File: src/rtl/hazard_ctrl.sv
// Load-use and redirect sequencer for the 5-stage core. It decides each cycle whether PC and IF/ID advance, stall or are squashed.
// Optional perf counters are enabled with `define HAZARD_PERF_EN; without it stall_count/flush_count are tied to 0.
module hazard_ctrl #(
  parameter int FLUSH_CYCLES  = 2,
  parameter int LOAD_EX_STALL = 2,
  parameter int CNT_W         = 16
) (
  input  logic             clk,
  input  logic             rst_n,
  input  logic [4:0]       id_rs,
  input  logic [4:0]       id_rt,
  input  logic             id_uses_rt,
  input  logic [4:0]       ex_wr_addr,
  input  logic             ex_load,
  input  logic [4:0]       mem_wr_addr,
  input  logic             mem_load,
  input  logic             redirect,
  output logic             pc_en,
  output logic             ifid_en,
  output logic             ifid_flush,
  output logic             idex_bubble,
  output logic             stall,
  output logic [CNT_W-1:0] stall_count,
  output logic [CNT_W-1:0] flush_count
);

  typedef enum logic [1:0] {RUN, STALL, FLUSH} state_t;
  typedef enum logic [1:0] {ACT_RUN, ACT_STALL, ACT_FLUSH} action_t;

  // Reload values are only used when the matching sequence lasts longer than one cycle.
  localparam logic [2:0] FLUSH_RELOAD = 3'((FLUSH_CYCLES  > 1) ? FLUSH_CYCLES  - 2 : 0);
  localparam logic [2:0] STALL_RELOAD = 3'((LOAD_EX_STALL > 1) ? LOAD_EX_STALL - 2 : 0);

  state_t     state, state_n;
  logic [2:0] cnt, cnt_n;
  action_t    act;
  logic       hz_ex, hz_mem;

  assign hz_ex  = ex_load && (ex_wr_addr != 5'd0) &&
                  ((ex_wr_addr == id_rs) || (id_uses_rt && (ex_wr_addr == id_rt)));
  assign hz_mem = mem_load && (mem_wr_addr != 5'd0) &&
                  ((mem_wr_addr == id_rs) || (id_uses_rt && (mem_wr_addr == id_rt)));

  always_comb begin
    // NOTE: every output of this block gets a default first, so no path can infer a latch.
    state_n = state;
    cnt_n   = cnt;
    act     = ACT_RUN;
    if (redirect) begin
      // A redirect wins in every state: it aborts a stall and restarts a flush.
      act = ACT_FLUSH;
      if (FLUSH_CYCLES == 1) begin
        state_n = RUN;
      end else begin
        state_n = FLUSH;
        cnt_n   = FLUSH_RELOAD;
      end
    end else begin
      unique case (state)
        RUN: begin
          if (hz_ex) begin
            act = ACT_STALL;
            if (LOAD_EX_STALL > 1) begin
              state_n = STALL;
              cnt_n   = STALL_RELOAD;
            end
          end else if (hz_mem) begin
            act = ACT_STALL;
          end
        end
        STALL, FLUSH: begin
          act = (state == STALL) ? ACT_STALL : ACT_FLUSH;
          if (cnt == 3'd0) state_n = RUN;
          else             cnt_n   = cnt - 3'd1;
        end
        default: state_n = RUN;
      endcase
    end
  end

  always_ff @(posedge clk or negedge rst_n) begin
    // NOTE: sequential state uses non-blocking assignments only.
    if (!rst_n) begin
      state <= RUN;
      cnt   <= 3'd0;
    end else begin
      state <= state_n;
      cnt   <= cnt_n;
    end
  end

  // While reset is held the front end is frozen and ID/EX is filled with nops.
  always_comb begin
    pc_en       = 1'b1;
    ifid_en     = 1'b1;
    ifid_flush  = 1'b0;
    idex_bubble = 1'b0;
    if (!rst_n) begin
      pc_en       = 1'b0;
      ifid_en     = 1'b0;
      ifid_flush  = 1'b1;
      idex_bubble = 1'b1;
    end else if (act == ACT_STALL) begin
      pc_en       = 1'b0;
      ifid_en     = 1'b0;
      idex_bubble = 1'b1;
    end else if (act == ACT_FLUSH) begin
      ifid_flush  = 1'b1;
      idex_bubble = 1'b1;
    end
  end

  assign stall = (state == STALL);

`ifdef HAZARD_PERF_EN
  logic [CNT_W-1:0] stall_q, flush_q;

  always_ff @(posedge clk or negedge rst_n) begin
    if (!rst_n) begin
      stall_q <= '0;
      flush_q <= '0;
    end else begin
      if (!pc_en && (stall_q != '1))   stall_q <= stall_q + CNT_W'(1);
      if (redirect && (flush_q != '1)) flush_q <= flush_q + CNT_W'(1);
    end
  end

  assign stall_count = stall_q;
  assign flush_count = flush_q;
`else
  assign stall_count = '0;
  assign flush_count = '0;
`endif

endmodule

File: config.mk
export PLATFORM = sky130hd
export DESIGN_NAME = hazard_ctrl
export DESIGN_NICKNAME = d
export VERILOG_FILES = /design/src/rtl/hazard_ctrl.sv
export SDC_FILE = /design/constraint.sdc
export NUM_CORES = 1
export LEC_CHECK = 0
export ABC_CLOCK_PERIOD_IN_PS = 2100
export BUFFER_PORTS_ARGS = -buffer_cell sky130_fd_sc_hd__buf_2
export CAP_MARGIN = 20
export CORE_ASPECT_RATIO = 1.25
export CORE_UTILIZATION = 42
export DETAILED_ROUTE_END_ITERATION = 10
export PLACE_DENSITY = 0.8
export SYNTH_ARGS = -nofsm -noshare
export SYNTH_HDL_FRONTEND = slang
export SYNTH_SLANG_ARGS = --single-unit
File: constraint.sdc
create_clock -name clk -period 2.1 [get_ports clk]
set_input_delay 0.21 -clock clk [delete_from_list [all_inputs] [get_ports clk]]
set_output_delay 0.21 -clock clk [all_outputs]
set_load 0.005 [all_outputs]
* Word-level counts from Yosys, hierarchy flattened
Cells that the tools add are included.
Operators by class: $add $sub $neg 1, $mul 0, div/mod/pow operators 0, magnitude comparators 0, equal/unequal tests 11, shift operators 0, mux-type cells 20, bitwise operators 0, reduce and logical (&&, ||, !) cells 16
Operator list (count):
- equality test 5 bit | 4
- 2-to-1 mux 2 bit | 5
- nonzero test 5 bit | 2
- 2-to-1 mux 1 bit | 9
- 2-to-1 mux 3 bit | 3
- inequality test 3 bit (second input constant) | 3
- one-hot mux 2 bit (2 select lines) | 2
- logical AND 1 bit | 6
- one-hot mux 3 bit (2 select lines) | 1
- equality test 2 x 1 -> 1 bit (second input constant) | 2
- equality test 2 bit (second input constant) | 2
- logical NOT 3 bit | 1
- AND reduction 3 bit | 1
- nonzero test 3 bit | 1
- subtractor 3 x 1 -> 3 bit (second input constant) | 1
- logical NOT 2 bit | 1
- logical OR 1 bit | 2
- AND reduction 2 bit | 1
- OR reduction 2 bit | 1
Storage, ports and cells: register bits 5, bits in latches 0, RAM bits 0, memory bits (read-only) 0, input port bits 26, logic and storage cells 50, memories kept 0

* Depth between registers and ports, before layout
Gate-level depths: netlist of the first run.
depth in word-level cells 12, gate-level depth with buffers 8, mapped depth without buffers 7

* Worst setup path after synthesis of the first run
OpenSTA, ideal clock, no wires.
kind input port to output port, from input ex_wr_addr[1], to output pc_en, data arrival time 1.759 ns, slack 0.131 ns, stages on the path 7, buffers on the path 1, path through or4_1 -> o21ai_2 -> o22ai_1 -> a31o_1 -> ha_1 -> nor2b_1 -> buf_4
On the way: word-level cells in the longest chain between the ends 10, elaborated cells on any way between the ends 13, classes of those cells eq/ne: 3; mux: 5; reduce/logical: 5
Ends and longest elaborated chain:
- start, declared | line 13 | input logic [4:0] ex_wr_addr,
- equality test 5 bit | line 40 | ((ex_wr_addr == id_rs) || (id_uses_rt && (ex_wr_addr == id_rt)));
- logical AND 1 bit | line 40
- logical OR 1 bit | line 40
- logical AND 1 bit * | line 39 | assign hz_ex = ex_load && (ex_wr_addr != 5'd0) &&
- 2-to-1 mux 1 bit * | line 61 | if (hz_ex) begin
- one-hot mux 2 bit (2 select lines) * | line 59 | unique case (state)
- 2-to-1 mux 2 bit * | line 49 | if (redirect) begin
- equality test 2 x 1 -> 1 bit * | line 103 | end else if (act == ACT_STALL) begin
- 2-to-1 mux 1 bit * (2 in a row)
- end, declared | line 18 | output logic pc_en,
Every way passes the cells marked *; elsewhere a longest branch is shown, timed or not.

* Worst setup path after layout of the first run
from input ex_wr_addr[4], to output idex_bubble
On the way: word-level cells in the longest chain between the ends 11, elaborated cells on any way between the ends 15, classes of those cells eq/ne: 4; mux: 6; reduce/logical: 5
Ends and longest elaborated chain:
- equality test 5 bit | line 40
- logical AND 1 bit | line 40
- logical OR 1 bit | line 40
- logical AND 1 bit * | line 39
- 2-to-1 mux 1 bit * | line 61
- one-hot mux 2 bit (2 select lines) * | line 59
- 2-to-1 mux 2 bit * | line 49
- equality test 2 bit | line 107 | end else if (act == ACT_FLUSH) begin
- 2-to-1 mux 1 bit | line 107
- 2-to-1 mux 1 bit * | line 103
- 2-to-1 mux 1 bit * | line 98 | if (!rst_n) begin
- end, declared | line 21 | output logic idex_bubble,
Marks and branches as above.

==> summary.txt, run 1 <==
Outcome
  – Status: completed

STA
  – Final Hold Violating Endpoints: 0
  – Peak Freq: 0.4851 GHz
  – Period utilization: 98.17%
  – Max Slew Vio Count: 0
  – Final Critical Period: 2.062 ns
  – Clock Skew: 0.003408 ns
  – Final number of setup-violating endpoints: 0
  – Final setup margin: 0.03843 ns

Placement
  – Final HPWL DP: 1568 um
  – IO Port Bufs: 30
  – Gpl congestion: 0.8004
  – DP Worst Slack: 0.05428 ns

Detailed routing
  – Initial DRC count: 5
  – Via count: 820
  – Via density: 4.432
  – Total wire length: 1849 um
  – Routed WL per cell: 9.995 um
  – Residual DRC: 0
  – Antenna Violating Nets Remaining: 0
  – First-pass DRT Iterations: 4

Cells and area
  – Post-Route Utilization: 50.40%
  – Net count, final: 188
  – Area growth, synth to finish: 15.01%
  – Layout cell share with drive strength beyond 1: 27.92%
  – Number of diodes: 0

Run
  – Max_cap viols: 0

Worst setup path
  – Critical path arrival: 1.85 ns
  – WS Path Type: primary input to output pin
  – Crit start category: primary input
  – Crit-path max FO: 3
  – Setup crit end kind: output pin
  – WP data required: 1.89 ns

Floorplanning
  – Die area: 2478 um^2
  – Chip Width: 44.73 um
  – Row cnt: 19
  – Starting Density: 43.82%
  – CORE AREA: 2187 um^2
  – Die H: 55.41 um
  – Num ports: 63

Logic synthesis
  – Synth top area cells: buf_4, xor2_1, dfrtp_1
  – Synth Warn #: 0
  – Syn avg cell area: 8.054 um^2
  – Post-synth top area share: 25.85%
  – Yosys cell types: 27
  – Post-synth top area cell: buf_4
  – Post-synthesis cell count: 119
  – Post-synthesis sequential area ratio: 13.05%
  – Yosys reg bits: 5
  – Post-synth design cell area: 958.4 um^2

Clock network
  – CTS root buffer: clkbuf_4
  – Clock sinks: 5
  – TritonCTS clock tree: built
  – Worst-Skew Late Latency: 0.25 ns
  – Clock-pin slew on the worst setup and hold paths: 0.04 ns
  – # H-tree levels: 1
  – CTS max path bufs: 2
  – Cts bufs inserted: 3

Global routing
  – Met2 usage: 27.94%
  – Gr busiest metal: met2
  – Initial antenna violation count: 0
  – Pin count of the biggest net entering global routing: 9
  – Vias in the first global route: 761
  – Met3 Track Usage GR: 1.961%
  – Met1 Usage GRT: 16.23%
  – Tot GR Track Use: 15.14%
  – Grt total ovfl: 0
  – First-pass GRT wire length: 2870 um

Power and ir drop
  – VDD IR max: 0.0002480 V
  – PwrDens: 559.6 nW/um^2
  – LEAKAGE: 0.5632 nW

Min path
  – Hold Crit Class: primary input to flip-flop
## final cells by class
| cell class | count | area, um^2 |
|---|---|---|
| multi-input combinational | 106 | 711.9 |
| clock buffer | 4 | 26.28 |
| timing repair buffer | 33 | 177.7 |
| inverter | 6 | 22.52 |
| sequential | 5 | 125.1 |
| fill | 231 | 1085 |
| tap | 31 | 38.79 |
## cell families after synthesis
logic type,synth area share [%]
AO/OA/AOI/OAI,10.58
other,0.3913
adder cells (fa/ha/maj),9.138
AND/OR/NAND/NOR,15.93
buffers and inverters,28.20
XOR/XNOR,19.19
flip-flops,13.05
multiplexers,3.525
## stage by stage
step | hold slack (ns) | cells | power (mW) | area, um^2 | TNS, ns
6_report | 0.2658 | 185 | 0.6168 | 1102 | 0
5_1_grt | 0.2952 | 185 | 0.6858 | 1102 | -0.01038
4_1_cts | 0.2614 | 185 | 0.6153 | 1067 | 0
3_5_place_dp | 0.05161 | 180 | 0.4921 | 1031 | 0
3_3_place_gp | 0.04576 | 180 | 0.4724 | 1031 | 0
2_1_floorplan | -0.08559 | 150 | 0.4384 | 1075 | 0
## power by group
group	switching, mW	internal (mW)
registers	0.0243	0.126
clock network	0.0423	0.0720
logic	0.192	0.160
total	0.259	0.358
## routing by layer
metal / routed length, um / share of wire, %
met4: 36 / 1.9
met2: 1067 / 58
met5: 0 / 0
met3: 99 / 5.4
met1: 646 / 35
## worst max-delay path, cell delays in order
cell	delay [ns]
buf_4	0.13
or4_4	0.54
o21ai_4	0.18
o22ai_2	0.11
a31o_1	0.27
ha_4	0.26
nand2_1	0.04
buf_2	0.12
## path summary, 6_finish.rpt
check / cells past startpoint / to / startpoint / slack (ns)
worst max-delay path: 8 / idex_bubble / ex_wr_addr[4] / 0.04
worst min-delay path: 3 / state[1]$_DFFE_PN0P_ / redirect / 0.27
worst max register to register: 6 / cnt[0]$_DFFE_PN0P_ / state[1]$_DFFE_PN0P_ / 0.32
worst min register to register: 1 / cnt[1]$_DFFE_PN0P_ / cnt[1]$_DFFE_PN0P_ / 0.49
max in group asynchronous: 2 / state[0]$_DFFE_PN0P_ / rst_n / 1.60
min in group asynchronous: 2 / cnt[2]$_DFFE_PN0P_ / rst_n / 0.33
## cell usage after synthesis, drive strengths merged
cell    instances
or3             2
buf            33
o21ai           3
a32oi           2
or4             2
o22ai           1
xor2           18
dfrtp           5
nand2           6
conb            1
a31oi           1
nor2b           3
nor2            7
mux2            3
inv             6
a21oi           4
ha              7
o211ai          1
a31o            1
o311ai          1
nand2b          2
nor4            2
or2             1
xnor2           3
nor3            4
## placed cells by master (no fill, tap or decap), drive strengths merged, types with 4 or more instances in the layout
cell type,Yosys,routed
nor3,4,4
nand2,6,6
dfrtp,5,5
inv,6,6
ha,7,7
buf,33,32
conb,1,32
a21oi,4,4
nor2,7,7
clkbuf,0,4
xor2,18,18
## sequential cells by signal (all words and copies together), names as in the netlist
name / cells
state: 2
cnt: 3
## repair_timing
action                                  in CTS  in global routing
buffers inserted                             0                  0
endpoints found under the setup margin       0                  4
hold endpoints to repair                     5                  0
gates resized for setup                      0                  8
hold buffers                                 1                  0
Note: power is estimated with default switching activity, not from simulation.
==> inputs of run 2 (changes only) <==
--- a/config.mk
+++ b/config.mk
@@ -8,10 +8,12 @@
 export ABC_CLOCK_PERIOD_IN_PS = 2100
 export BUFFER_PORTS_ARGS = -buffer_cell sky130_fd_sc_hd__buf_2
 export CAP_MARGIN = 20
-export CORE_ASPECT_RATIO = 1.25
-export CORE_UTILIZATION = 42
+export CELL_PAD_IN_SITES_DETAIL_PLACEMENT = 0
+export CELL_PAD_IN_SITES_GLOBAL_PLACEMENT = 1
+export CORE_ASPECT_RATIO = 1.4
+export CORE_UTILIZATION = 28
 export DETAILED_ROUTE_END_ITERATION = 10
-export PLACE_DENSITY = 0.8
+export PLACE_DENSITY = 0.82
 export SYNTH_ARGS = -nofsm -noshare
 export SYNTH_HDL_FRONTEND = slang
 export SYNTH_SLANG_ARGS = --single-unit
==> run 2 against run 1 <==
  * Sequential power about the same
  * Utilization down 15 points
  * First-iteration DRC count up 80%
  * Maximum frequency up 2.3%
  * Clock power up 61%
  * Setup slack better by 0.047 ns
  * Final area up 1.4%
  * Wire length up 5.7%
  * Critical path depth unchanged
  * Largest power group unchanged
  * Via count down 3.2%
  * Hold slack better by 0.012 ns
  * Highest routed layer unchanged
==> summary.txt, run 2 (synthesized netlist as in run 1, its figures left out) <==
Clock network
  – Post-CTS setup buffer count: 0 (unchanged)
  – # H-tree levels: 1 (unchanged)
  – Cts bufs inserted: 3 (unchanged)
  – Clock-pin slew on the worst setup and hold paths: 0.03 ns (about the same)
  – Clock sinks: 5 (unchanged)
  – CTS root buffer: clkbuf_8
  – TritonCTS clock tree: built
  – CTS max path bufs: 2 (unchanged)
  – Worst-Skew Late Latency: 0.23 ns (-0.02 ns)

Floorplanning
  – Starting Density: 30.11% (-14 points)
  – Chip Width: 51.45 um (+15%)
  – Num ports: 63 (unchanged)
  – CORE AREA: 3183 um^2 (+46%)
  – Die H: 71.23 um (+29%)
  – Die area: 3664 um^2 (+48%)
  – Row cnt: 24 (+5)

Worst setup path
  – WP data required: 1.89 ns (about the same)
  – WS Path Type: primary input to output pin
  – Setup crit end kind: output pin
  – Slowest CP cell: or4_1
  – Reg2reg end: cnt[0]$_DFFE_PN0P_
  – Flop2flop setup slack: 0.32 ns (about the same)
  – End of the critical path: ifid_en
  – Crit start category: primary input
  – Max stage delay on crit path: 0.52 ns (-0.02 ns)
  – R2r worst-path depth: 6 (unchanged)
  – Crit-path max FO: 3 (unchanged)
  – Most frequent cell on the critical path: buf_2
  – Worst path cell trace: buf_2 -> or4_1 -> o21ai_2 -> o22ai_1 -> a31o_1 -> ha_1 -> nor2b_1 -> buf_2
  – Reg-to-Reg Start: state[1]$_DFFE_PN0P_
  – Critical path arrival: 1.80 ns (-0.05 ns)
  – CP Launch Point: ex_wr_addr[2]

Global routing
  – Vias in the first global route: 709 (-6.8%)
  – First-pass GRT wire length: 2918 um (+1.7%)
  – Grt total ovfl: 0 (unchanged)
  – Pin count of the biggest net entering global routing: 9 (unchanged)
  – Initial antenna violation count: 0 (unchanged)
  – Tot GR Track Use: 10.97% (-4.2 points)

Placement
  – Gpl congestion: 0.7239 (-9.6%)
  – Placed inst area: 1049 um^2 (+1.7%)
  – IO Port Bufs: 30 (unchanged)
  – Final HPWL DP: 1722 um (+9.8%)

Power and ir drop
  – Clock group share of total power: 26.8% (+8.3 points)
  – Combinational Power Share: 51.4% (-5.7 points)
  – PwrDens: 612.7 nW/um^2 (+9.5%)
  – VDD IR max: 0.0003166 V (+28%)
  – Sequential share of power: 21.7% (-2.6 points)
  – Pint: 0.4123 mW (+15%)
  – LEAKAGE: 0.5783 nW (+2.7%)
  – Sw Share: 39.77% (-2.2 points)
  – NetSw: 0.2723 mW (+5.2%)

STA
  – Max Slew Vio Count: 0 (unchanged)
  – Clock Skew: 0.005472 ns (+0.002064 ns)
  – Fin Setup TNS: 0 ns (unchanged)
  – Final Critical Period: 2.014 ns (-0.04729 ns)
  – Final Hold Violating Endpoints: 0 (unchanged)
  – Period utilization: 95.92% (-2.3 points)
  – RSZ-0062 raised after global routing: no
  – Final number of setup-violating endpoints: 0 (unchanged)
  – Peak Freq: 0.4965 GHz (+2.3%)

Cells and area
  – Fin area: 1117 um^2 (+1.4%)
  – Filler Cell Count: 370 (+60%)
  – Net count, final: 189 (+0.53%)
  – Number of diodes: 0 (unchanged)
  – Commonest cells after routing, fill and taps aside: conb_1, buf_2, xor2_1, nor2_1, ha_1
  – Leading cell type in the layout, fill and taps excluded: conb_1
  – Layout cell share with drive strength beyond 1: 28.39% (+0.47 points)
  – Top flop regs: cnt: 3 flops, state: 2 flops
  – Biggest register: cnt
  – Number of flip-flops under the largest register name: 3 (unchanged)
  – Area growth, synth to finish: 16.58%

Detailed routing
  – Via count: 794 (-3.2%)
  – Initial DRC count: 9 (+4)
  – Via density: 4.093 (-7.7%)
  – First-pass DRT Iterations: 3 (-1)
  – Routed WL per cell: 10.08 um (+0.83%)
  – Total wire length: 1955 um (+5.7%)
  – Antenna Violating Nets Remaining: 0 (unchanged)
  – Residual DRC: 0 (unchanged)

Run
  – Max_cap viols: 0 (unchanged)

Min path
  – Hold Crit Class: primary input to flip-flop

Outcome
  – Status: completed
[run 2: cell types whose count changed in the layout (fill, tap and decap cells not counted), sizes merged]
| cell | before | now |
|---|---|---|
| clkbuf | 4 | 3 |
| clkinv | 0 | 1 |
| buf | 32 | 33 |
[run 2: worst min-delay path by stage]
stage,startpoint,to,cells past startpoint
final,redirect,state[1]$_DFFE_PN0P_,3
after global routing,redirect,state[1]$_DFFE_PN0P_,3
after global placement,rst_n,cnt[1]$_DFFE_PN0P_,1
after detailed placement,rst_n,cnt[1]$_DFFE_PN0P_,1
after CTS,redirect,state[1]$_DFFE_PN0P_,3
after floorplan,rst_n,cnt[0]$_DFFE_PN0P_,0
[run 2: power groups by stage]
stage               Clock, mW  Sequential (mW)  Combinational, mW
floorplan                   0            0.144              0.294
global placement            0            0.149              0.337
detailed placement          0            0.150              0.352
CTS                     0.190            0.149              0.354
global route            0.198            0.153              0.401
finish                  0.184            0.149              0.352
[run 2: final cells by class]
| cell class | instances | area, um^2 | area share [%] |
|---|---|---|---|
| Clock inverter | 1 | 5.005 | 0.4479 |
| Clock buffer | 3 | 41.29 | 3.695 |
| Timing Repair Buffer | 34 | 182.7 | 16.35 |
| Multi-Input combinational cell | 106 | 691.9 | 61.93 |
| Sequential cell | 5 | 125.1 | 11.20 |
| Tap cell | 39 | 48.80 | 4.367 |
| Inverter | 6 | 22.52 | 2.016 |
[run 2: worst max-delay path: cells and delay by family]
family          cells  cell delay [ns]
compound gates      3             0.50
simple gates        2             0.65
fa+ha+maj           1             0.19
buf+inv             2             0.25
[run 2: repair_timing]
item                                    4_1_cts  5_1_grt
hold endpoints to repair                      5        0
hold buffers                                  1        0
endpoints found under the setup margin        0        4
resized for setup                             0        4
[run 2: metrics by stage]
stage	power, mW	std cells	setup slack, ns	hold slack, ns	utilization, %
final	0.6846	194	0.08572	0.2778	35.10
after global routing	0.7517	194	0.005050	0.2915	35.10
after CTS	0.6925	194	0.04220	0.2738	34.71
after detailed placement	0.5016	189	0.04530	0.05309	32.94
after global placement	0.4853	189	0.02860	0.05210	32.94
after floorplan	0.4384	150	0.1307	-0.08559	-
[run 2: layer usage]
metal	global-route usage [%]	up-vias	wire length (um)
met1	10.52	346	745
met5	0	-	0
li1	-	400	-
met2	19.34	43	1012
met3	2.972	5	142
met4	8.108	0	55
